$ cat src/rtl/icache_pkg.sv
// ----------------------------------------------------------------------------
// icache_pkg
// Shared definitions for the set-associative instruction-cache storage:
//   - address-split helpers (offset / index / tag extraction from a word
//     address, zero-extended to ADDR_MAX_BITS, given the field widths)
//   - tree-PLRU bit layout (node numbering and pointer direction encoding)
//   - flush state encoding
// ----------------------------------------------------------------------------
package icache_pkg;

    // Widest word address the helpers accept; callers cast down to field width.
    localparam int unsigned ADDR_MAX_BITS = 64;
    typedef logic [ADDR_MAX_BITS-1:0] addr_wide_t;

    // Tree-PLRU layout: node 0 is the root, node n has children 2n+1 / 2n+2.
    // A node bit points towards the subtree that holds the next victim.
    localparam int unsigned PLRU_ROOT_NODE = 0;
    localparam logic        PLRU_PTR_LEFT  = 1'b0;
    localparam logic        PLRU_PTR_RIGHT = 1'b1;

    // Flush sequencer states.
    typedef enum logic [0:0] {
        IDLE  = 1'b0,
        SWEEP = 1'b1
    } flush_state_e;

    // Node number of the p-th node (left to right) on tree level l.
    function automatic int unsigned plru_node(input int unsigned l, input int unsigned p);
        return ((32'd1 << l) - 32'd1) + PLRU_ROOT_NODE + p;
    endfunction

    // Mask with the low w bits set.
    function automatic addr_wide_t low_mask(input int unsigned w);
        addr_wide_t m;
        if (w >= ADDR_MAX_BITS) begin
            m = '1;
        end else begin
            m = (64'd1 << w) - 64'd1;
        end
        return m;
    endfunction

    // Word-within-line offset field.
    function automatic addr_wide_t get_offset(input addr_wide_t addr,
                                              input int unsigned offset_bits);
        return addr & low_mask(offset_bits);
    endfunction

    // Set index field.
    function automatic addr_wide_t get_index(input addr_wide_t addr,
                                             input int unsigned offset_bits,
                                             input int unsigned index_bits);
        return (addr >> offset_bits) & low_mask(index_bits);
    endfunction

    // Tag field: everything above index and offset.
    function automatic addr_wide_t get_tag(input addr_wide_t addr,
                                           input int unsigned offset_bits,
                                           input int unsigned index_bits);
        return addr >> (offset_bits + index_bits);
    endfunction

endpackage

$ cat src/rtl/icache_plru.sv
// ----------------------------------------------------------------------------
// icache_plru
// Combinational tree-PLRU for one set.
//   plru_bits  in   current tree bits of the set
//   access_way in   way being touched (hit or fill)
//   plru_next  out  tree bits after marking access_way most-recent
//   victim_way out  way the current tree bits point at
// With WAYS = 1 there is no tree: plru_next is zero and the victim is way 0.
// ----------------------------------------------------------------------------
module icache_plru
    import icache_pkg::*;
#(
    parameter  int unsigned WAYS   = 2,
    localparam int unsigned PLRU_W = (WAYS > 1) ? (WAYS - 1) : 1,
    localparam int unsigned WAY_W  = (WAYS > 1) ? $clog2(WAYS) : 1
) (
    input  logic [PLRU_W-1:0] plru_bits,
    input  logic [WAY_W-1:0]  access_way,
    output logic [PLRU_W-1:0] plru_next,
    output logic [WAY_W-1:0]  victim_way
);

    generate
        if (WAYS == 1) begin : g_single
            assign plru_next  = '0;
            assign victim_way = '0;
        end else begin : g_tree
            localparam int unsigned LVL = $clog2(WAYS);

            logic        path_ok_s;
            logic        go_right_s;
            int unsigned aw_s;

            // Victim: the one way whose whole root-to-leaf path agrees with the pointers.
            always_comb begin
                victim_way = '0;
                path_ok_s  = 1'b0;
                go_right_s = 1'b0;
                for (int unsigned w = 0; w < WAYS; w++) begin
                    path_ok_s = 1'b1;
                    for (int unsigned l = 0; l < LVL; l++) begin
                        go_right_s = ((w >> (LVL - 1 - l)) % 2) == 1;
                        if ((plru_bits[plru_node(l, w >> (LVL - l))] == PLRU_PTR_RIGHT) != go_right_s) begin
                            path_ok_s = 1'b0;
                        end else begin
                            path_ok_s = path_ok_s;
                        end
                    end
                    if (path_ok_s) begin
                        victim_way = WAY_W'(w);
                    end else begin
                        victim_way = victim_way;
                    end
                end
            end

            // Update: every node on the accessed path points away from that path.
            always_comb begin
                plru_next = plru_bits;
                aw_s      = 32'(access_way);
                for (int unsigned l = 0; l < LVL; l++) begin
                    for (int unsigned p = 0; p < (32'd1 << l); p++) begin
                        if ((aw_s >> (LVL - l)) == p) begin
                            plru_next[plru_node(l, p)] = (((aw_s >> (LVL - 1 - l)) % 2) == 1)
                                                         ? PLRU_PTR_LEFT : PLRU_PTR_RIGHT;
                        end else begin
                            plru_next[plru_node(l, p)] = plru_bits[plru_node(l, p)];
                        end
                    end
                end
            end
        end
    endgenerate

endmodule

$ cat src/rtl/icache_sa_storage.sv
// ----------------------------------------------------------------------------
// icache_sa_storage
// N-way set-associative tag/data store for the instruction cache.
//   clk, reset_n        clock, asynchronous active-low reset
//   read / address      lookup; result one cycle later on read_valid, hit,
//                       read_data (0 on miss) and hit_way, held until the
//                       next accepted lookup
//   write / write_block line fill: overwrite a matching way, else the
//                       lowest invalid way, else the PLRU victim
//   flush               starts a one-set-per-cycle sweep of valid and PLRU
//   busy                sweep in progress; read/write/flush are ignored
// Tag and data arrays are deliberately not reset; only valid bits gate hits.
// ----------------------------------------------------------------------------
module icache_sa_storage
    import icache_pkg::*;
#(
    parameter  int unsigned WAYS        = 2,
    parameter  int unsigned BLOCK_SIZE  = 4,
    parameter  int unsigned WORD_WIDTH  = 32,
    parameter  int unsigned INDEX_BITS  = 4,
    parameter  int unsigned ADDR_WIDTH  = 32,
    localparam int unsigned OFFSET_BITS = (BLOCK_SIZE > 1) ? $clog2(BLOCK_SIZE) : 0,
    localparam int unsigned OFF_W       = (OFFSET_BITS > 0) ? OFFSET_BITS : 1,
    localparam int unsigned TAG_BITS    = ADDR_WIDTH - INDEX_BITS - OFFSET_BITS,
    localparam int unsigned NUM_SETS    = 32'd1 << INDEX_BITS,
    localparam int unsigned WAY_W       = (WAYS > 1) ? $clog2(WAYS) : 1,
    localparam int unsigned PLRU_W      = (WAYS > 1) ? (WAYS - 1) : 1,
    localparam int unsigned LINE_W      = WORD_WIDTH * BLOCK_SIZE
) (
    input  logic                  clk,
    input  logic                  reset_n,
    input  logic                  read,
    input  logic                  write,
    input  logic [ADDR_WIDTH-1:0] address,
    input  logic [LINE_W-1:0]     write_block,
    input  logic                  flush,
    output logic                  read_valid,
    output logic                  hit,
    output logic [WORD_WIDTH-1:0] read_data,
    output logic [WAY_W-1:0]      hit_way,
    output logic                  busy
);

    // Sequencer and per-set state.
    flush_state_e            state_q, state_d;
    logic [INDEX_BITS-1:0]   sweep_cnt_q, sweep_cnt_d;
    logic [WAYS-1:0]         valid_q [NUM_SETS];
    logic [WAYS-1:0]         valid_d [NUM_SETS];
    logic [PLRU_W-1:0]       plru_q  [NUM_SETS];
    logic [PLRU_W-1:0]       plru_d  [NUM_SETS];

    // Unreset storage arrays.
    logic [TAG_BITS-1:0]     tag_mem  [NUM_SETS][WAYS];
    logic [LINE_W-1:0]       data_mem [NUM_SETS][WAYS];

    // Registered lookup result.
    logic                    read_valid_q;
    logic                    hit_q;
    logic [WORD_WIDTH-1:0]   read_data_q;
    logic [WAY_W-1:0]        hit_way_q;

    // Request qualification and address fields.
    logic                    idle_s;
    logic                    rd_accept_s;
    logic                    wr_accept_s;
    logic                    flush_accept_s;
    logic [INDEX_BITS-1:0]   idx_s;
    logic [TAG_BITS-1:0]     tag_s;
    logic [OFF_W-1:0]        off_s;

    // Lookup / fill selection.
    logic [WAYS-1:0]         match_s;
    logic                    hit_s;
    logic [WAY_W-1:0]        hit_way_s;
    logic                    any_invalid_s;
    logic [WAY_W-1:0]        inv_way_s;
    logic [LINE_W-1:0]       line_s;
    logic [WORD_WIDTH-1:0]   word_sel_s;
    logic [WORD_WIDTH-1:0]   rd_word_s;
    logic [WAY_W-1:0]        fill_way_s;
    logic [WAY_W-1:0]        access_way_s;
    logic [WAY_W-1:0]        victim_s;
    logic [PLRU_W-1:0]       plru_upd_s;

    assign idle_s         = (state_q == IDLE);
    assign rd_accept_s    = read  & idle_s;
    assign wr_accept_s    = write & idle_s;
    assign flush_accept_s = flush & idle_s;

    assign idx_s = INDEX_BITS'(get_index(addr_wide_t'(address), OFFSET_BITS, INDEX_BITS));
    assign tag_s = TAG_BITS'(get_tag(addr_wide_t'(address), OFFSET_BITS, INDEX_BITS));
    assign off_s = OFF_W'(get_offset(addr_wide_t'(address), OFFSET_BITS));

    // Parallel tag compare across the addressed set, plus hit word and first free way.
    always_comb begin
        match_s       = '0;
        hit_way_s     = '0;
        inv_way_s     = '0;
        word_sel_s    = '0;
        for (int unsigned w = 0; w < WAYS; w++) begin
            match_s[w] = valid_q[idx_s][w] & (tag_mem[idx_s][w] == tag_s);
        end
        hit_s         = |match_s;
        any_invalid_s = ~(&valid_q[idx_s]);
        // Scan downwards so the lowest-numbered way wins.
        for (int w = WAYS - 1; w >= 0; w--) begin
            if (match_s[w]) begin
                hit_way_s = WAY_W'(w);
            end else begin
                hit_way_s = hit_way_s;
            end
            if (!valid_q[idx_s][w]) begin
                inv_way_s = WAY_W'(w);
            end else begin
                inv_way_s = inv_way_s;
            end
        end
        line_s = data_mem[idx_s][hit_way_s];
        for (int unsigned i = 0; i < BLOCK_SIZE; i++) begin
            if (off_s == OFF_W'(i)) begin
                word_sel_s = line_s[i*WORD_WIDTH +: WORD_WIDTH];
            end else begin
                word_sel_s = word_sel_s;
            end
        end
        // Misses return zero rather than whatever stale line the index selects.
        if (hit_s) begin
            rd_word_s = word_sel_s;
        end else begin
            rd_word_s = '0;
        end
    end

    // Fill target priority (matching way, free way, victim) and the way the shared PLRU marks.
    always_comb begin
        if (hit_s) begin
            fill_way_s = hit_way_s;
        end else if (any_invalid_s) begin
            fill_way_s = inv_way_s;
        end else begin
            fill_way_s = victim_s;
        end
        // Read and write share one address, so a write always owns the set's PLRU update.
        if (wr_accept_s) begin
            access_way_s = fill_way_s;
        end else begin
            access_way_s = hit_way_s;
        end
    end

    icache_plru #(
        .WAYS (WAYS)
    ) u_plru (
        .plru_bits  (plru_q[idx_s]),
        .access_way (access_way_s),
        .plru_next  (plru_upd_s),
        .victim_way (victim_s)
    );

    // Next-state for the flush sequencer, valid bits and PLRU trees.
    always_comb begin
        state_d     = state_q;
        sweep_cnt_d = sweep_cnt_q;
        valid_d     = valid_q;
        plru_d      = plru_q;
        case (state_q)
            IDLE: begin
                if (wr_accept_s) begin
                    valid_d[idx_s][fill_way_s] = 1'b1;
                    plru_d[idx_s]              = plru_upd_s;
                end else if (rd_accept_s && hit_s) begin
                    plru_d[idx_s] = plru_upd_s;
                end else begin
                    plru_d[idx_s] = plru_q[idx_s];
                end
                if (flush_accept_s) begin
                    state_d     = SWEEP;
                    sweep_cnt_d = '0;
                end else begin
                    state_d     = IDLE;
                end
            end
            SWEEP: begin
                valid_d[sweep_cnt_q] = '0;
                plru_d[sweep_cnt_q]  = '0;
                if (sweep_cnt_q == INDEX_BITS'(NUM_SETS - 1)) begin
                    state_d     = IDLE;
                    sweep_cnt_d = '0;
                end else begin
                    sweep_cnt_d = sweep_cnt_q + INDEX_BITS'(1);
                end
            end
            default: begin
                state_d     = IDLE;
                sweep_cnt_d = '0;
            end
        endcase
    end

    // Sequencer, valid and PLRU registers; reset aborts any sweep.
    always_ff @(posedge clk or negedge reset_n) begin
        if (!reset_n) begin
            state_q     <= IDLE;
            sweep_cnt_q <= '0;
            for (int unsigned s = 0; s < NUM_SETS; s++) begin
                valid_q[s] <= '0;
                plru_q[s]  <= '0;
            end
        end else begin
            state_q     <= state_d;
            sweep_cnt_q <= sweep_cnt_d;
            valid_q     <= valid_d;
            plru_q      <= plru_d;
        end
    end

    // Tag and data arrays, written only by accepted fills.
    always_ff @(posedge clk) begin
        if (wr_accept_s) begin
            tag_mem[idx_s][fill_way_s]  <= tag_s;
            data_mem[idx_s][fill_way_s] <= write_block;
        end
    end

    // Lookup result registers; hit/data/way hold until the next accepted read.
    always_ff @(posedge clk or negedge reset_n) begin
        if (!reset_n) begin
            read_valid_q <= 1'b0;
            hit_q        <= 1'b0;
            read_data_q  <= '0;
            hit_way_q    <= '0;
        end else begin
            read_valid_q <= rd_accept_s;
            if (rd_accept_s) begin
                hit_q       <= hit_s;
                read_data_q <= rd_word_s;
                hit_way_q   <= hit_way_s;
            end
        end
    end

    assign read_valid = read_valid_q;
    assign hit        = hit_q;
    assign read_data  = read_data_q;
    assign hit_way    = hit_way_q;
    assign busy       = (state_q == SWEEP);

endmodule

$ cat config.mk
export PLATFORM = sky130hd
export DESIGN_NAME = icache_sa_storage
export DESIGN_NICKNAME = d
export VERILOG_FILES = /design/src/rtl/icache_pkg.sv /design/src/rtl/icache_plru.sv /design/src/rtl/icache_sa_storage.sv
export SDC_FILE = /design/constraint.sdc
export NUM_CORES = 2
export LEC_CHECK = 0
export BUFFER_PORTS_ARGS = -buffer_cell sky130_fd_sc_hd__clkbuf_2
export CORE_MARGIN = 2
export CORE_UTILIZATION = 30
export CTS_CLUSTER_DIAMETER = 30
export DETAILED_ROUTE_END_ITERATION = 10
export GPL_TIMING_DRIVEN = 0
export PLACE_DENSITY = 0.47
export SYNTH_ARGS = -nofsm -noshare
export SYNTH_HDL_FRONTEND = slang
export SYNTH_MEMORY_MAX_BITS = 65536
export SYNTH_SLANG_ARGS = --single-unit
$ cat constraint.sdc
create_clock -name clk -period 13.76 [get_ports clk]
set_input_delay 2.064 -clock clk [delete_from_list [all_inputs] [get_ports clk]]
set_output_delay 2.064 -clock clk [all_outputs]
set_load 0.02 [all_outputs]
==> impl_metrics.tcl <==
set metrics [dict create \
    status "complete, no violations" \
    slew-limit-headroom 0.0401 \
    drive_above_1_share 0.384 \
    dp_hpwl_um 437000 \
    grt_usage 0.197 \
    synthSimpleGateAreaFrac 0.0144 \
    synthArstFlopShare 0.0175 \
    synth_ff_type "edfxtp_1" \
    totalWireLength_um 647000 \
    clk_latency_ns 1.22 \
    start_util 0.301 \
    hold_ws_ns 0.473 \
    synth-xor-area-share 0.00240 \
    finalHoldViolCount 0 \
    drtPass1Iterations 6 \
    post-route-period-util 0.704 \
    via_per_inst 5.21 \
    finClkSkew_ns 0.140 \
    fmax_mhz 103 \
    cts_buffer_depth 5 \
    ys_warn_count 0 \
    cts.sinks 5016 \
    cp_slowest_cell "buf_2" \
    path_max_fanout 10 \
    yosysSeqAreaShare 0.776 \
    synth_fp_nets 8406 \
    synth-compound-area-share 0.0159 \
    cpPeakStageDelay_ns 0.84 \
    antenna_found_initial 110 \
    synth_top_family_by_area "multiplexers" \
    grt_first_pass_wirelength_um 877000 \
    worstPathArrival_ns 10.55 \
    final-setup-viol-count 0 \
    ant_nets 0 \
    cts_buffers 1157 \
    critPathRequiredTime_ns 14.62 \
    rows 294 \
    ff2ff_setup_slack_ns 6.34 \
    crit_path_end_kind "register" \
    vias 102000 \
    synth_cell_types 82 \
    htreeDepth 7 \
    core_area_sq_um 642000 \
    fin_tns_setup_ns 0 \
    final_max_slew_viol_count 0 \
    power_density_nw_per_um2 180 \
    io_pins 201 \
    cpMostUsedCell "buf_6" \
    clkTransAtPathRegs_ns 0.04 \
    drc_errors 0 \
    netlist_area_sq_um 193000 \
    place.gp.congestion 0.812 \
    synth_mux_area_frac 0.179 \
    hold_path.class "reg2reg" \
    dieArea_sq_um 651000 \
    area_delta_synth_final_pct 29.5 \
    cap_violations 0 \
    cts_setup_buffers 0 \
    period_needed_ns 9.69 \
    hold_buffers 0 \
    grt_pass1_vias 105000 \
    ys_seq_elements 5016 \
    avgRoutedWirePerCell_um 33.1 \
    total_power_mw 45.1 \
    dr.first_iter.drc_count 11700 \
    num-nets-final 10300 \
    fin_util 0.390 \
    synthAdderAreaFrac 0.000259 \
    cts_root_buf "clkbuf_16" \
    die_x_um 807 \
    die_h_um 807 \
    worstPathCellList "clkbuf_2, clkbuf_1, buf_2, clkbuf_1, buf_1, buf_2, nand2_1, a221oi_1, o2111a_1, and3_1, buf_4, buf_6, o21ai_2, buf_2, nor3_2, buf_6, buf_6, buf_6, buf_8, buf_6, buf_6, buf_6, buf_6, buf_6" \
    startpoint_type "input pin" \
    path_class "in2reg" \
    p_leak_nw 81.8 \
    grt_overflow 0 \
    cts_resized 0 \
    post_synth.cell_area_avg_sq_um 23.5 \
    tritoncts "done" \
    portBuffers 196 \
    worst_pin_slew_ns 1.44 \
    rsz0062_at_grt "false" \
    irDropWorstVdd_uv 158 \
    grt_max_degree 47 \
    synth_edf_count 4928 \
    synthCells 8237 \
]
[placed cells by master, fill, tap and decap left out, types with 36 or more instances in the layout]
| cell type | n |
|---|---|
| a21o_1 | 40 |
| a21oi_1 | 47 |
| a22oi_1 | 49 |
| a31oi_1 | 36 |
| buf_1 | 39 |
| buf_12 | 101 |
| buf_16 | 40 |
| buf_2 | 177 |
| buf_4 | 61 |
| buf_6 | 367 |
| bufinv_16 | 131 |
| clkbuf_1 | 314 |
| clkbuf_16 | 1181 |
| clkbuf_2 | 204 |
| clkinv_1 | 162 |
| clkinv_2 | 161 |
| clkinv_4 | 61 |
| clkinvlp_4 | 105 |
| dfrtp_1 | 88 |
| edfxtp_1 | 4928 |
| inv_6 | 52 |
| mux2i_1 | 194 |
| mux4_2 | 1436 |
| nand2_1 | 163 |
| nand3_1 | 75 |
| nand4_1 | 40 |
| nor2_1 | 116 |
| nor3_1 | 40 |
| o21ai_0 | 90 |
[critical path: cells and delay by family]
| kind | cells | cell delay [ns] |
|---|---|---|
| simple gates | 3 | 1.10 |
| buf+inv | 18 | 6.34 |
| compound gates | 3 | 0.87 |
[path summary, 6_finish.rpt]
kind                                          from                         end  cells past startpoint
max                                     address[4]  data_mem[3][241]$_DFFE_PP_                     24
min                        valid_q[19]$_DFFE_PN0P_     valid_q[19]$_DFFE_PN0P_                      1
max reg2reg                tag_mem[8][3]$_DFFE_PP_  data_mem[14][78]$_DFFE_PP_                     20
min reg2reg                valid_q[19]$_DFFE_PN0P_     valid_q[19]$_DFFE_PN0P_                      1
max in group asynchronous                  reset_n   read_data[30]$_DFFE_PN0P_                      2
min in group asynchronous                  reset_n     valid_q[23]$_DFFE_PN0P_                      1
[routing by layer]
layer  track usage  wire length, um
met5             0              237
met2         0.322           316000
met1         0.252           258000
met4        0.0744            21900
met3        0.0515            51100
[final cells by class]
type | instances | area [sq um]
repair buffers | 752 | 8770
multi-input cells | 2728 | 41100
inverters | 21 | 78.8
plain buffers | 472 | 2270
clock inverters | 681 | 7290
clock buffers | 1303 | 30100
diodes | 24 | 60.1
well taps | 8584 | 10700
fillers | 56900 | 391000
flip-flops and latches | 5016 | 150000
[flip-flops by register name, indices dropped and copies added, names as in the netlist]
signal	count
hit_way	1
plru_q	16
data_mem	4096
tag_mem	832
read_data	32
valid_q	32
hit	1
sweep_cnt_q	4
busy	1
read_valid	1
[logic make-up after synthesis]
logic type               Yosys count
multiplexers                    1656
AO/OA/AOI/OAI                    443
flip-flops                      5016
XOR/XNOR                          53
adder cells (fa/ha/maj)            4
AND/OR/NAND/NOR                  572
buffers and inverters            493
[metrics by stage]
| step | cell area, sq um | setup slack [ns] | cells |
|---|---|---|---|
| 3_5_place_dp | 213000 | 3.15 | 17600 |
| 6_report | 251000 | 4.07 | 19600 |
| 2_1_floorplan | 193000 | -2.60 | 8237 |
| 3_3_place_gp | 205000 | -26.61 | 17000 |
| 4_1_cts | 251000 | 4.31 | 19600 |
| 5_1_grt | 251000 | 4.09 | 19600 |
[synth_stat cells, types with 22 or more instances]
cell / number / area (sq um)
nor3_1: 55 / 275
buf_1: 43 / 161
dfrtp_1: 88 / 2200
o21ai_0: 90 / 450
a32oi_1: 34 / 298
nand2_1: 163 / 612
nand4_1: 40 / 250
edfxtp_1: 4928 / 148000
a21oi_1: 47 / 235
xor2_1: 22 / 193
nor2_1: 126 / 473
xnor2_1: 31 / 272
clkbuf_1: 207 / 777
buf_4: 28 / 210
mux4_2: 1436 / 32300
or4_1: 31 / 233
nand3_1: 75 / 375
a21o_1: 40 / 300
a22oi_1: 49 / 368
mux2_2: 26 / 293
buf_2: 173 / 866
a31oi_1: 36 / 225
mux2i_1: 194 / 1940
[where the power goes]
group	internal (mW)	switching, mW	total (mW)
Sequential	16.9	0.0465	17.0
Clock	18.0	8.34	26.3
Combinational	0.642	1.16	1.80
No activity file was read; power rests on OpenSTA's default activity.
